## config.mk

```make
export PLATFORM = sky130hd
export DESIGN_NAME = wb_arbiter
export DESIGN_NICKNAME = d
export VERILOG_FILES = /design/src/rtl/wb_arbiter.sv
export SDC_FILE = /design/constraint.sdc
export NUM_CORES = 1
export LEC_CHECK = 0
export BUFFER_PORTS_ARGS = -buffer_cell sky130_fd_sc_hd__buf_2
export CORE_MARGIN = 3
export CORE_UTILIZATION = 57
export CTS_CLUSTER_SIZE = 30
export DETAILED_ROUTE_END_ITERATION = 10
export PLACE_DENSITY = 0.8
export SYNTH_ARGS = -nofsm -noshare
export SYNTH_HDL_FRONTEND = slang
export SYNTH_SLANG_ARGS = --single-unit
export TNS_END_PERCENT = 1
```

## constraint.sdc

```tcl
create_clock -name clk -period 3.5 [get_ports clk]
set_input_delay 0.35 -clock clk [delete_from_list [all_inputs] [get_ports clk]]
set_output_delay 0.35 -clock clk [all_outputs]
set_load 0.03 [all_outputs]
```

## src/rtl/wb_arbiter.sv

```systemverilog
// rtl/wb_arbiter.sv - write-back arbiter: ALU/load merge, register-file write port, pending-load scoreboard
module wb_arbiter #(
    parameter int DEPTH = 4,
    parameter int XLEN  = 32
) (
    input  logic                     clk,
    input  logic                     rst_n,
    input  logic                     alu_valid,
    input  logic [4:0]               alu_rd,
    input  logic [XLEN-1:0]          alu_data,
    input  logic                     lsu_valid,
    output logic                     lsu_ready,
    input  logic [4:0]               lsu_rd,
    input  logic [XLEN-1:0]          lsu_data,
    input  logic                     pend_set,
    input  logic [4:0]               pend_rd,
    input  logic [4:0]               rs1,
    input  logic [4:0]               rs2,
    output logic                     rs1_busy,
    output logic                     rs2_busy,
    output logic                     rf_wen,
    output logic [4:0]               rf_rd,
    output logic [XLEN-1:0]          rf_wdata,
    output logic [$clog2(DEPTH):0]   lsu_count
);

    localparam int AW = $clog2(DEPTH);
    localparam int CW = AW + 1;

    logic [4:0]      fifo_rd   [DEPTH];
    logic [XLEN-1:0] fifo_data [DEPTH];
    logic [AW-1:0]   wr_ptr;
    logic [AW-1:0]   rd_ptr;
    logic [CW-1:0]   count;

    logic            push;
    logic            pop;
    logic            sel_valid;
    logic [4:0]      sel_rd;
    logic [XLEN-1:0] sel_data;
    logic            sel_from_lsu;
    logic            rf_from_lsu;
    logic [31:0]     sb;
    logic [31:0]     sb_next;

    // Ready is based on start-of-cycle occupancy, so a same-cycle pop never admits a push when full
    assign lsu_ready = (count < CW'(DEPTH));
    assign push      = lsu_valid && lsu_ready;
    // ALU results always win; the FIFO only drains in cycles without ALU traffic
    assign pop       = !alu_valid && (count != '0);
    assign lsu_count = count;

    assign rs1_busy  = (rs1 != 5'd0) && sb[rs1];
    assign rs2_busy  = (rs2 != 5'd0) && sb[rs2];

    // Fixed-priority selection between the ALU result and the FIFO head
    always_comb begin
        sel_valid    = 1'b0;
        sel_rd       = 5'd0;
        sel_data     = '0;
        sel_from_lsu = 1'b0;
        if (alu_valid) begin
            sel_valid = 1'b1;
            sel_rd    = alu_rd;
            sel_data  = alu_data;
        end else if (pop) begin
            sel_valid    = 1'b1;
            sel_rd       = fifo_rd[rd_ptr];
            sel_data     = fifo_data[rd_ptr];
            sel_from_lsu = 1'b1;
        end
    end

    // Load-result storage; contents need no reset because count gates every read
    always_ff @(posedge clk) begin
        if (push) begin
            fifo_rd[wr_ptr]   <= lsu_rd;
            fifo_data[wr_ptr] <= lsu_data;
        end
    end

    // FIFO pointers and occupancy; pointers wrap naturally since DEPTH is a power of two
    always_ff @(posedge clk or negedge rst_n) begin
        if (!rst_n) begin
            wr_ptr <= '0;
            rd_ptr <= '0;
            count  <= '0;
        end else begin
            if (push) wr_ptr <= wr_ptr + 1'b1;
            if (pop)  rd_ptr <= rd_ptr + 1'b1;
            case ({push, pop})
                2'b10:   count <= count + 1'b1;
                2'b01:   count <= count - 1'b1;
                default: count <= count;
            endcase
        end
    end

    // Registered register-file write port; writes to x0 are consumed but never asserted
    always_ff @(posedge clk or negedge rst_n) begin
        if (!rst_n) begin
            rf_wen      <= 1'b0;
            rf_rd       <= 5'd0;
            rf_wdata    <= '0;
            rf_from_lsu <= 1'b0;
        end else begin
            rf_wen <= sel_valid && (sel_rd != 5'd0);
            if (sel_valid && (sel_rd != 5'd0)) begin
                rf_rd       <= sel_rd;
                rf_wdata    <= sel_data;
                rf_from_lsu <= sel_from_lsu;
            end
        end
    end

    // Next scoreboard: a retiring load clears its bit, a new issue sets it, set applied last so it wins
    always_comb begin
        sb_next = sb;
        if (rf_wen && rf_from_lsu) sb_next[rf_rd] = 1'b0;
        if (pend_set && (pend_rd != 5'd0)) sb_next[pend_rd] = 1'b1;
        sb_next[0] = 1'b0;
    end

    // Scoreboard register
    always_ff @(posedge clk or negedge rst_n) begin
        if (!rst_n) sb <= '0;
        else        sb <= sb_next;
    end

endmodule

```

==> run summary, run 1 <==
Routed Wire Length: 20,300 microns
gpl congestion: 0.847
Die Area: 18,100 sq um
Synth area leaders: edfxtp_1 (47%), dfrtp_1 (20%), mux4_2 (12%), mux2_4 (4.0%), o21ai_0 (3.6%)
Placed Cells: 861
Synth Area per Inst: 18.0 sq um
post_cts resized: 0
uppermost layer routed: met5
final-report hold violation count: 0
most frequent cells in the layout: edfxtp_1 (148), buf_2 (136), dfrtp_1 (75), o21ai_0 (67), mux4_2 (52)
# IOs: 138
CP Launch Type: flop
Final Skew: 0.0276 ns
Slew Viols, Final: 0
RSZ-0062 raised after global routing: no
PwrDens: 846 nW/um^2
post-synthesis sequential area ratio: 0.675
vias in the first global route: 5,737
Worst Hold Class: in2async
CP Capture Type: flop
final cell count without fillers: 903
WL met1: 7760 microns
Max VDD drop: 0.528 mV
CTS tree: done
GRT Residual Overflow: 0
cell taking the most area after synthesis: edfxtp_1
ys flop type: edfxtp_1
Die Ht: 135 microns
synthesized area: 9440 sq um
Cells after Synth: 525
sw frac: 0.327
Switch Pwr: 3.07 mW
Post-DRT Antenna Nets: 0
Comb power frac: 0.317
layout cells sized above 1: 0.404
area delta synth->final: 17.6%
IO buf count: 137
commonest non-fill, non-tap cell in the layout: edfxtp_1
Max-Cap Viols: 0
Post-Syn Nets: 625
Via density: 6.12
share of Yosys cell area claimed by the top area cell type: 0.471
GR Util All Layers: 0.227
Max Clock Freq: 357 MHz
total power: 9.40 mW
Clk Latency, worst-skew pair: 0.52 ns
Initial Util: 0.588
synth warn: 0
initial antenna violation count: 4
DP HPWL: 12,900 microns
CP required: 3.87 ns
first-pass GRT wire length: 31,800 microns
Seq pwr share: 0.423
Clk pin slew, worst setup/hold paths: 0.07 ns
DR WL/cell: 22.4 microns
Routed met3 length: 1440 microns
H-tree Lvls: 1
crit share post-route: 0.800
Layout Nets: 769
Post-CTS Setup Bufs: 0
flops & latches, synth: 225
1st-iter DRT viols: 487
clock power share: 0.260
synth unique cells: 36
row cnt: 46
Root Buffer: clkbuf_16
Least-Margin Pin Slew: 1.04 ns
Initial DRT Pass Iterations: 5
status: completed
residual DRC count: 0
WL met2: 10,600 microns
die width: 135 microns
Pleak: 4.28 nW
largest net degree at the start of global routing: 78
Crit Path Class: reg2reg
crit path max fanout: 21
ys async rst share: 0.342
Internal Power: 6.32 mW
Final min period: 2.80 ns
hold_buf cts: 0
Num CTS Buffers: 22
CTS max path bufs: 3
max_slew headroom: 0.306
final setup TNS: 0 ns
setup violators final: 0
clock sinks: 225
vias: 5,522
area of the core: 16,100 sq um
CP arrival: 3.17 ns
number of flops mapped to enable cells by yosys: 148
sequential cells by signal, indices dropped and copies added, names as in the netlist:
signal       count
fifo_data      128
rf_wdata        32
sb              31
fifo_rd         20
rf_rd            5
lsu_count        3
rd_ptr           2
wr_ptr           2
rf_from_lsu      1
rf_wen           1
worst paths after layout:
kind | startpoint | end | slack [ns] | cells after the start
setup / recovery | rd_ptr[0]$_DFFE_PN0P_ | rf_wdata[0]$_DFFE_PN0P_ | 0.70 | 5
hold / removal | rst_n | rf_wdata[5]$_DFFE_PN0P_ | 0.01 | 1
setup reg to reg | rd_ptr[0]$_DFFE_PN0P_ | rf_wdata[0]$_DFFE_PN0P_ | 0.70 | 5
hold reg to reg | rf_wdata[26]$_DFFE_PN0P_ | rf_wdata[26]$_DFFE_PN0P_ | 0.51 | 1
max in group asynchronous | rst_n | rd_ptr[0]$_DFFE_PN0P_ | 2.81 | 1
min in group clk | lsu_data[9] | fifo_data[3][9]$_DFFE_PP_ | 0.05 | 1
Yosys cell counts, types with 4 or more instances:
master / count
o21ai_0: 67
dfrtp_1: 77
mux2i_1: 11
mux2_4: 25
nand3_1: 8
inv_1: 14
nor2_1: 5
ha_1: 5
nand3b_1: 5
mux2_2: 9
nand2_1: 9
clkbuf_1: 16
mux4_2: 52
edfxtp_1: 148
and2_1: 5
xnor2_1: 5
buf_6: 4
a22o_1: 32
a22oi_1: 4
nand4_1: 4
per-layer routing:
layer	track usage	vias up
li1	-	2401
met2	0.389	236
met1	0.299	2841
met5	0	-
met4	0.0713	4
met3	0.0425	40
critical path: stages (launching register included):
cell and delay, ns:
dfrtp_2 0.67, mux4_1 0.69, nor4_4 0.39, o21ai_4 0.25, buf_4 0.33, mux2_2 0.33
cell type report:
cell class	count	area [sq um]
sequential	225	6370
fill	993	4960
multi-input combinational	262	2890
timing repair buffer	144	741
clock buffer	26	607
tap	216	270
clock inverter	14	158
inverter	14	52.6
antenna	2	5.00
cells by family after synthesis:
| family | Yosys count | synth area share |
|---|---|---|
| muxes | 98 | 0.189 |
| AOI/OAI and AO/OA | 110 | 0.0769 |
| xor gates and xnor gates | 6 | 0.00557 |
| DFF | 225 | 0.675 |
| adders and majority gates | 6 | 0.00875 |
| and+or+nand+nor | 42 | 0.0259 |
| buffers and inverters | 38 | 0.0187 |
power by group through the flow:
| stage | logic, mW | registers (mW) | clock network, mW |
|---|---|---|---|
| 2_1_floorplan | 1.85 | 4.26 | 0 |
| 4_1_cts | 3.00 | 3.97 | 2.48 |
| 5_1_grt | 3.19 | 4.05 | 2.59 |
| 6_report | 2.97 | 3.98 | 2.44 |
| 3_3_place_gp | 2.87 | 3.95 | 0 |
| 3_5_place_dp | 2.98 | 4.01 | 0 |
metrics by stage:
stage	util	hold WS (ns)	setup slack (ns)	instance area [sq um]
final	0.691	0.0134	0.700	11100
after global routing	0.691	0.0363	0.552	11100
after CTS	0.691	0.0315	0.700	11100
after detailed placement	0.643	0.486	0.700	10300
after global placement	0.643	0.493	0.787	10300
after floorplan	-	0.0544	1.12	9440
(Power assumes the default switching activity.)
==> run 2: changes to the inputs <==
==> constraint.sdc (replaced) <==
create_clock -name clk -period 2.6 [get_ports clk]
set_input_delay 0.26 -clock clk [delete_from_list [all_inputs] [get_ports clk]]
set_output_delay 0.26 -clock clk [all_outputs]
set_load 0.03 [all_outputs]
==> run 2 against run 1 <==
Global-route usage rose by 1.3 points. Flip-flop and latch count did not move. Critical endpoint is now rs2_busy. Worst setup slack got worse by 0.67 ns. Design area rose by 4.7%. Sequential share of layout area fell by 2.6 points. Largest power group unchanged. Via count rose by 3.8%. First-iteration DRC count fell by 1.8%.
==> run summary, run 2 (synthesis gave the netlist of run 1 again) <==
DP HPWL: 13,300 microns (+2.6%)
GRT Residual Overflow: 0 (unchanged)
Initial DRT Pass Iterations: 6 (+1)
max reg flops: 128 (unchanged)
row cnt: 46 (unchanged)
Max VDD drop: 0.871 mV (+65%)
GR Util All Layers: 0.240 (+0.0135)
fillcell total: 984 (-0.91%)
Hold Slack: 0.0618 ns (+0.0483 ns)
worst flop-to-flop path startpoint: rd_ptr[0]$_DFFE_PN0P_
Die Area: 18,100 sq um (unchanged)
crit share post-route: 0.988
clock sinks: 225 (unchanged)
Top reg by flops: fifo_data
crit path max fanout: 3 (-86%)
1st-iter DRT viols: 478 (-1.8%)
CP arrival: 2.31 ns (-0.86 ns)
vias in the first global route: 6,199 (+8.1%)
Least-Margin Pin Slew: 1.07 ns (+0.0260 ns)
worst setup margin: 0.0309 ns (-0.669 ns)
vias: 5,731 (+3.8%)
Routed Wire Length: 21,400 microns (+5.7%)
Pleak: 4.52 nW (+5.7%)
Worst Hold Class: in2reg
Num CTS Buffers: 24 (+9.1%)
Root Buffer: clkbuf_16
setup violators final: 0 (unchanged)
post-place setup slack: 0.259 ns (-0.441 ns)
area of the core: 16,100 sq um (unchanged)
CP required: 2.34 ns (-1.53 ns)
Clk pin slew, worst setup/hold paths: 0.06 ns (about the same)
Max Clock Freq: 389 MHz
CTS max path bufs: 3 (unchanged)
commonest non-fill, non-tap cell in the layout: edfxtp_1
WL met2: 11,200 microns (+6.1%)
Worst Hold End: rf_rd[0]$_DFFE_PN0P_
Layout Nets: 817 (+6.2%)
Final Skew: 0.00925 ns (-0.0184 ns)
layout cells sized above 1: 0.390 (-0.0139)
Slew Viols, Final: 0 (unchanged)
footprint of the multi-input gates: 2890 sq um (unchanged)
r2r setup slk: 0.22 ns (-0.48 ns)
Via density: 6.02 (-1.6%)
CP Launch Type: flop
Crit Path Class: reg2out
CP Capture Type: output port
final setup TNS: 0 ns (unchanged)
initial antenna violation count: 0 (-4)
Max-Cap Viols: 0 (unchanged)
worst hold path startpoint: alu_rd[0]
worst reg2reg path depth: 5 (unchanged)
final-report hold violation count: 0 (unchanged)
total power: 13.0 mW (+39%)
Final min period: 2.57 ns
DR WL/cell: 22.5 microns (+0.28%)
die width: 135 microns (unchanged)
CTS tree: done
gpl congestion: 0.856 (+1.1%)
Initial Util: 0.588 (unchanged)
Routed met3 length: 1470 microns (+1.8%)
Clk Latency, worst-skew pair: 0.50 ns (-0.02 ns)
max_slew headroom: 0.289 (-0.0173)
IO buf count: 137 (unchanged)
RSZ-0062 raised after global routing: no
Register Area: 6370 sq um (unchanged)
biggest regs: fifo_data: 128 flops, rf_wdata: 32 flops, sb: 31 flops
most frequent cells in the layout: edfxtp_1 (148), buf_2 (135), dfrtp_1 (75), o21ai_0 (67), mux4_2 (52)
FF-to-FF End: rf_wdata[20]$_DFFE_PN0P_
# IOs: 138 (unchanged)
Post-CTS Setup Bufs: 0 (unchanged)
WL met1: 8110 microns (+4.5%)
residual DRC count: 0 (unchanged)
first-pass GRT wire length: 34,000 microns (+6.7%)
H-tree Lvls: 1 (unchanged)
area delta synth->final: 23.2%
Post-DRT Antenna Nets: 0 (unchanged)
Hold Path Cell Cnt: 3
uppermost layer routed: met4
status: completed
PwrDens: 1120 nW/um^2 (+32%)
post-layout util: 0.724 (+0.0328)
largest net degree at the start of global routing: 78 (unchanged)
Die Ht: 135 microns (unchanged)
-- run 2: cell count changes in the layout (fill, tap and decap cells not counted) --
cell	delta
buf_6	+1
buf_4	+7
clkinv_8	-1
diode_2	-1
buf_12	+1
clkbuf_16	+2
buf_2	-1
clkbuf_8	+3
clkbuf_1	+2
dlygate4sd3_1	+38
clkinvlp_4	-1
clkinv_2	-1
-- run 2: how the worst max path moves through the flow --
stage	from	endpoint	slack (ns)	cells past startpoint
after floorplan	lsu_count[0]$_DFFE_PN0P_	lsu_count[2]$_DFFE_PN0P_	0.22	10
after global placement	rd_ptr[0]$_DFFE_PN0P_	rf_wdata[18]$_DFFE_PN0P_	0.35	5
after detailed placement	rd_ptr[0]$_DFFE_PN0P_	rf_wdata[16]$_DFFE_PN0P_	0.26	5
after CTS	sb[15]$_DFF_PN0_	rs1_busy	0.001	4
after global routing	sb[15]$_DFF_PN0_	rs1_busy	0.002	4
final	sb[15]$_DFF_PN0_	rs2_busy	0.03	4
-- run 2: critical path, cell delays in order, from the launching register on --
cell     delay (ns)
dfrtp_1        0.42
mux4_2         0.48
mux4_2         0.47
mux2_2         0.27
buf_2          0.18
-- run 2: power breakdown --
part           total, mW  internal (mW)  switching (mW)
clock               3.50           2.19            1.32
combinational       4.19           1.89            2.31
sequential          5.34           4.74           0.595
-- run 2: per-stage QoR --
| step | cell area (sq um) | std cells |
|---|---|---|
| finish | 11600 | 952 |
| global route | 11600 | 951 |
| CTS | 11600 | 951 |
| detailed placement | 10400 | 869 |
| global placement | 10400 | 869 |
| floorplan | 9440 | 525 |
-- run 2: per-layer routing --
metal | up-vias | track usage
met2 | 289 | 0.424
met1 | 2896 | 0.310
li1 | 2495 | -
met5 | - | 0
met4 | 0 | 0.0673
met3 | 51 | 0.0425
-- run 2: what timing repair did --
| item | in CTS | in global routing |
|---|---|---|
| setup endpoints to repair | 1 | 1 |
| endpoints found under the hold margin | 210 | 0 |
| gates resized for setup | 1 | 1 |
| hold buffers | 38 | 0 |
| pin swaps | 0 | 0 |
-- run 2: layout make-up --
type	instances	area share
Sequential cell	225	0.548
Multi-Input combinational cell	262	0.249
Timing Repair Buffer	190	0.103
Clock buffer	33	0.0607
Tap cell	216	0.0232
Clock inverter	11	0.0111
Inverter	14	0.00452
Antenna cell	1	0.000215
==> run 3: changes to the inputs <==
--- a/config.mk
+++ b/config.mk
@@ -6,11 +6,13 @@
 export NUM_CORES = 1
 export LEC_CHECK = 0
 export BUFFER_PORTS_ARGS = -buffer_cell sky130_fd_sc_hd__buf_2
+export CAP_MARGIN = 10
 export CORE_MARGIN = 3
 export CORE_UTILIZATION = 57
 export CTS_CLUSTER_SIZE = 30
 export DETAILED_ROUTE_END_ITERATION = 10
-export PLACE_DENSITY = 0.8
+export PLACE_DENSITY_LB_ADDON = 0.12
+export RECOVER_POWER = 25
 export SYNTH_ARGS = -nofsm -noshare
 export SYNTH_HDL_FRONTEND = slang
 export SYNTH_SLANG_ARGS = --single-unit
==> run 3 against run 2 <==
Critical endpoint unchanged. Cell count decreased by 0.32%. First-iteration DRC count is 21% lower. Via count fell by 2.3%. Wire length fell by 3.1%. Combinational power shrank 1%. Hold slack lost 0.0071 ns.
==> run summary, run 3 (synthesis gave the netlist of run 1 again) <==
status: completed
Initial Util: 0.588 (unchanged)
crit share post-route: 0.976 (-0.0117)
Routed Wire Length: 20,800 microns (-3.1%)
Post-DRT Antenna Nets: 0 (unchanged)
CP Capture Type: output port
vias: 5,601 (-2.3%)
Internal Power: 8.64 mW (-2.0%)
commonest non-fill, non-tap cell in the layout: edfxtp_1
CTS tree: done
layout cells sized above 1: 0.349 (-0.0412)
Slowest Stage Delay on Critical Path: 0.47 ns (about the same)
clock power share: 0.262 (-0.007)
biggest regs: fifo_data: 128 flops, rf_wdata: 32 flops, sb: 31 flops
Die Ht: 135 microns (unchanged)
sw frac: 0.325 (+0.00145)
initial antenna violation count: 1 (+1)
Clk pin slew, worst setup/hold paths: 0.06 ns (about the same)
die width: 135 microns (unchanged)
residual DRC count: 0 (unchanged)
final setup TNS: 0 ns (unchanged)
Seq pwr share: 0.414 (+0.004)
max reg flops: 128 (unchanged)
row cnt: 46 (unchanged)
post-place setup slack: 0.278 ns (+0.0196 ns)
IO buf count: 137 (unchanged)
final cell count without fillers: 949 (-0.32%)
Final min period: 2.54 ns (-0.0304 ns)
Clk Latency, worst-skew pair: 0.51 ns (about the same)
first-pass GRT wire length: 32,500 microns (-4.2%)
r2r setup slk: 0.26 ns (+0.04 ns)
setup violators final: 0 (unchanged)
vias in the first global route: 6,022 (-2.9%)
Pleak: 4.42 nW (-2.2%)
Least-Margin Pin Slew: 0.660 ns (-0.407 ns)
crit path max fanout: 3 (unchanged)
Max-Cap Viols: 0 (unchanged)
CP max-delay cell: mux4_2
Placed Area: 10,500 sq um (+0.48%)
H-tree Lvls: 1 (unchanged)
DP HPWL: 12,900 microns (-2.8%)
Top cell by count, worst path: mux4_2
Via density: 5.90 (-2.0%)
Switch Pwr: 4.16 mW (-1.4%)
max_slew headroom: 0.560 (+0.271)
RSZ-0062 raised after global routing: no
gpl congestion: 0.851 (-0.53%)
FF-to-FF End: rf_wdata[28]$_DFFE_PN0P_
largest net degree at the start of global routing: 49 (-37%)
most frequent cells in the layout: edfxtp_1 (148), buf_2 (103), dfrtp_1 (75), o21ai_0 (67), mux4_2 (52)
Worst Hold Class: in2reg
worst setup margin: 0.0613 ns (+0.0304 ns)
Top reg by flops: fifo_data
Hold Slack: 0.0547 ns (-0.00710 ns)
area of the core: 16,100 sq um (unchanged)
PwrDens: 1100 nW/um^2 (-1.5%)
clock sinks: 225 (unchanged)
worst reg2reg path depth: 5 (unchanged)
Max VDD drop: 0.832 mV (-4.5%)
Placed Cells: 869 (unchanged)
area delta synth->final: 22.8%
crit path from: sb[15]$_DFF_PN0_
CP arrival: 2.28 ns (-0.03 ns)
Initial DRT Pass Iterations: 4 (-2)
Crit Path Class: reg2out
CP Capture Point: rs2_busy
CTS max path bufs: 3 (unchanged)
final-report hold violation count: 0 (unchanged)
DR WL/cell: 21.9 microns (-2.8%)
ANT cells: 0 (-1)
GRT Residual Overflow: 0 (unchanged)
1st-iter DRT viols: 379 (-21%)
CP Launch Type: flop
Num CTS Buffers: 23 (-4.2%)
Final Skew: 0.0113 ns (+0.00209 ns)
# IOs: 138 (unchanged)
Slew Viols, Final: 0 (unchanged)
CP required: 2.34 ns (about the same)
Die Area: 18,100 sq um (unchanged)
Max Clock Freq: 394 MHz (+1.2%)
Post-CTS Setup Bufs: 0 (unchanged)
Root Buffer: clkbuf_16
Comb power frac: 0.324 (+0.002)
Final Instance Area: 11,600 sq um (-0.37%)
worst flop-to-flop path startpoint: rd_ptr[0]$_DFFE_PN0P_
GR Util All Layers: 0.231 (-0.00923)
Layout Nets: 816 (-0.12%)
CP Cell Sequence: mux4_2 -> mux4_2 -> mux2_2 -> buf_2
==> run 3: cell count changes in the layout (fill, tap and decap cells not counted) <==
cell,before,now
buf_12,1,5
buf_2,135,103
buf_4,15,11
bufinv_16,3,2
clkbuf_1,3,33
clkbuf_16,25,24
clkbuf_8,5,4
clkinv_1,3,2
clkinv_2,4,5
clkinvlp_4,1,2
diode_2,1,0
inv_6,0,2
==> run 3: layout make-up <==
| cell class | instances | area, sq um |
|---|---|---|
| sequential | 225 | 6370 |
| fill | 1036 | 4470 |
| multi-input combinational | 262 | 2890 |
| timing repair buffer | 190 | 1210 |
| clock buffer | 29 | 659 |
| tap | 216 | 270 |
| clock inverter | 13 | 125 |
| inverter | 14 | 52.6 |
==> run 3: critical path, delay by kind of cell, from the launching register on <==
| kind | cells | cell delay, ns |
|---|---|---|
| buffers and inverters | 1 | 0.17 |
| flip-flops | 1 | 0.41 |
| multiplexers | 3 | 1.19 |
==> run 3: worst min-delay path by stage <==
| stage | start | to | slack, ns | cells past startpoint |
|---|---|---|---|---|
| 2_1_floorplan | rst_n | lsu_count[0]$_DFFE_PN0P_ | -0.04 | 0 |
| 3_3_place_gp | rst_n | sb[16]$_DFF_PN0_ | 0.32 | 1 |
| 3_5_place_dp | rst_n | sb[18]$_DFF_PN0_ | 0.34 | 1 |
| 4_1_cts | alu_rd[4] | rf_rd[4]$_DFFE_PN0P_ | 0.03 | 3 |
| 5_1_grt | alu_rd[4] | rf_rd[4]$_DFFE_PN0P_ | 0.05 | 3 |
| 6_report | alu_rd[2] | rf_rd[2]$_DFFE_PN0P_ | 0.05 | 3 |
==> run 3: power by group through the flow <==
stage / logic (mW) / clock network, mW / registers, mW
4_1_cts: 4.19 / 3.41 / 5.28
2_1_floorplan: 2.49 / 0 / 5.74
5_1_grt: 4.45 / 3.56 / 5.39
3_3_place_gp: 4.00 / 0 / 5.29
3_5_place_dp: 4.11 / 0 / 5.33
6_report: 4.15 / 3.35 / 5.29
==> run 3: through the flow <==
stage / power (mW) / utilization
after floorplan: 8.23 / -
after global placement: 9.29 / 0.651
after detailed placement: 9.45 / 0.651
after CTS: 12.9 / 0.724
after global routing: 13.4 / 0.721
final: 12.8 / 0.721
==> run 3: timing repair <==
action                     4_1_cts  5_1_grt
hold endpoints to repair       195        0
setup endpoints to repair        0        1
gates resized for setup          0        3
hold buffers                    38        0
==> run 3: layer usage <==
layer / global-route usage / up-vias / wire, microns
met5: 0 / - / 7
met3: 0.0376 / 37 / 1180
li1: - / 2486 / -
met1: 0.310 / 2879 / 8410
met2: 0.402 / 197 / 10800
met4: 0.0571 / 2 / 356
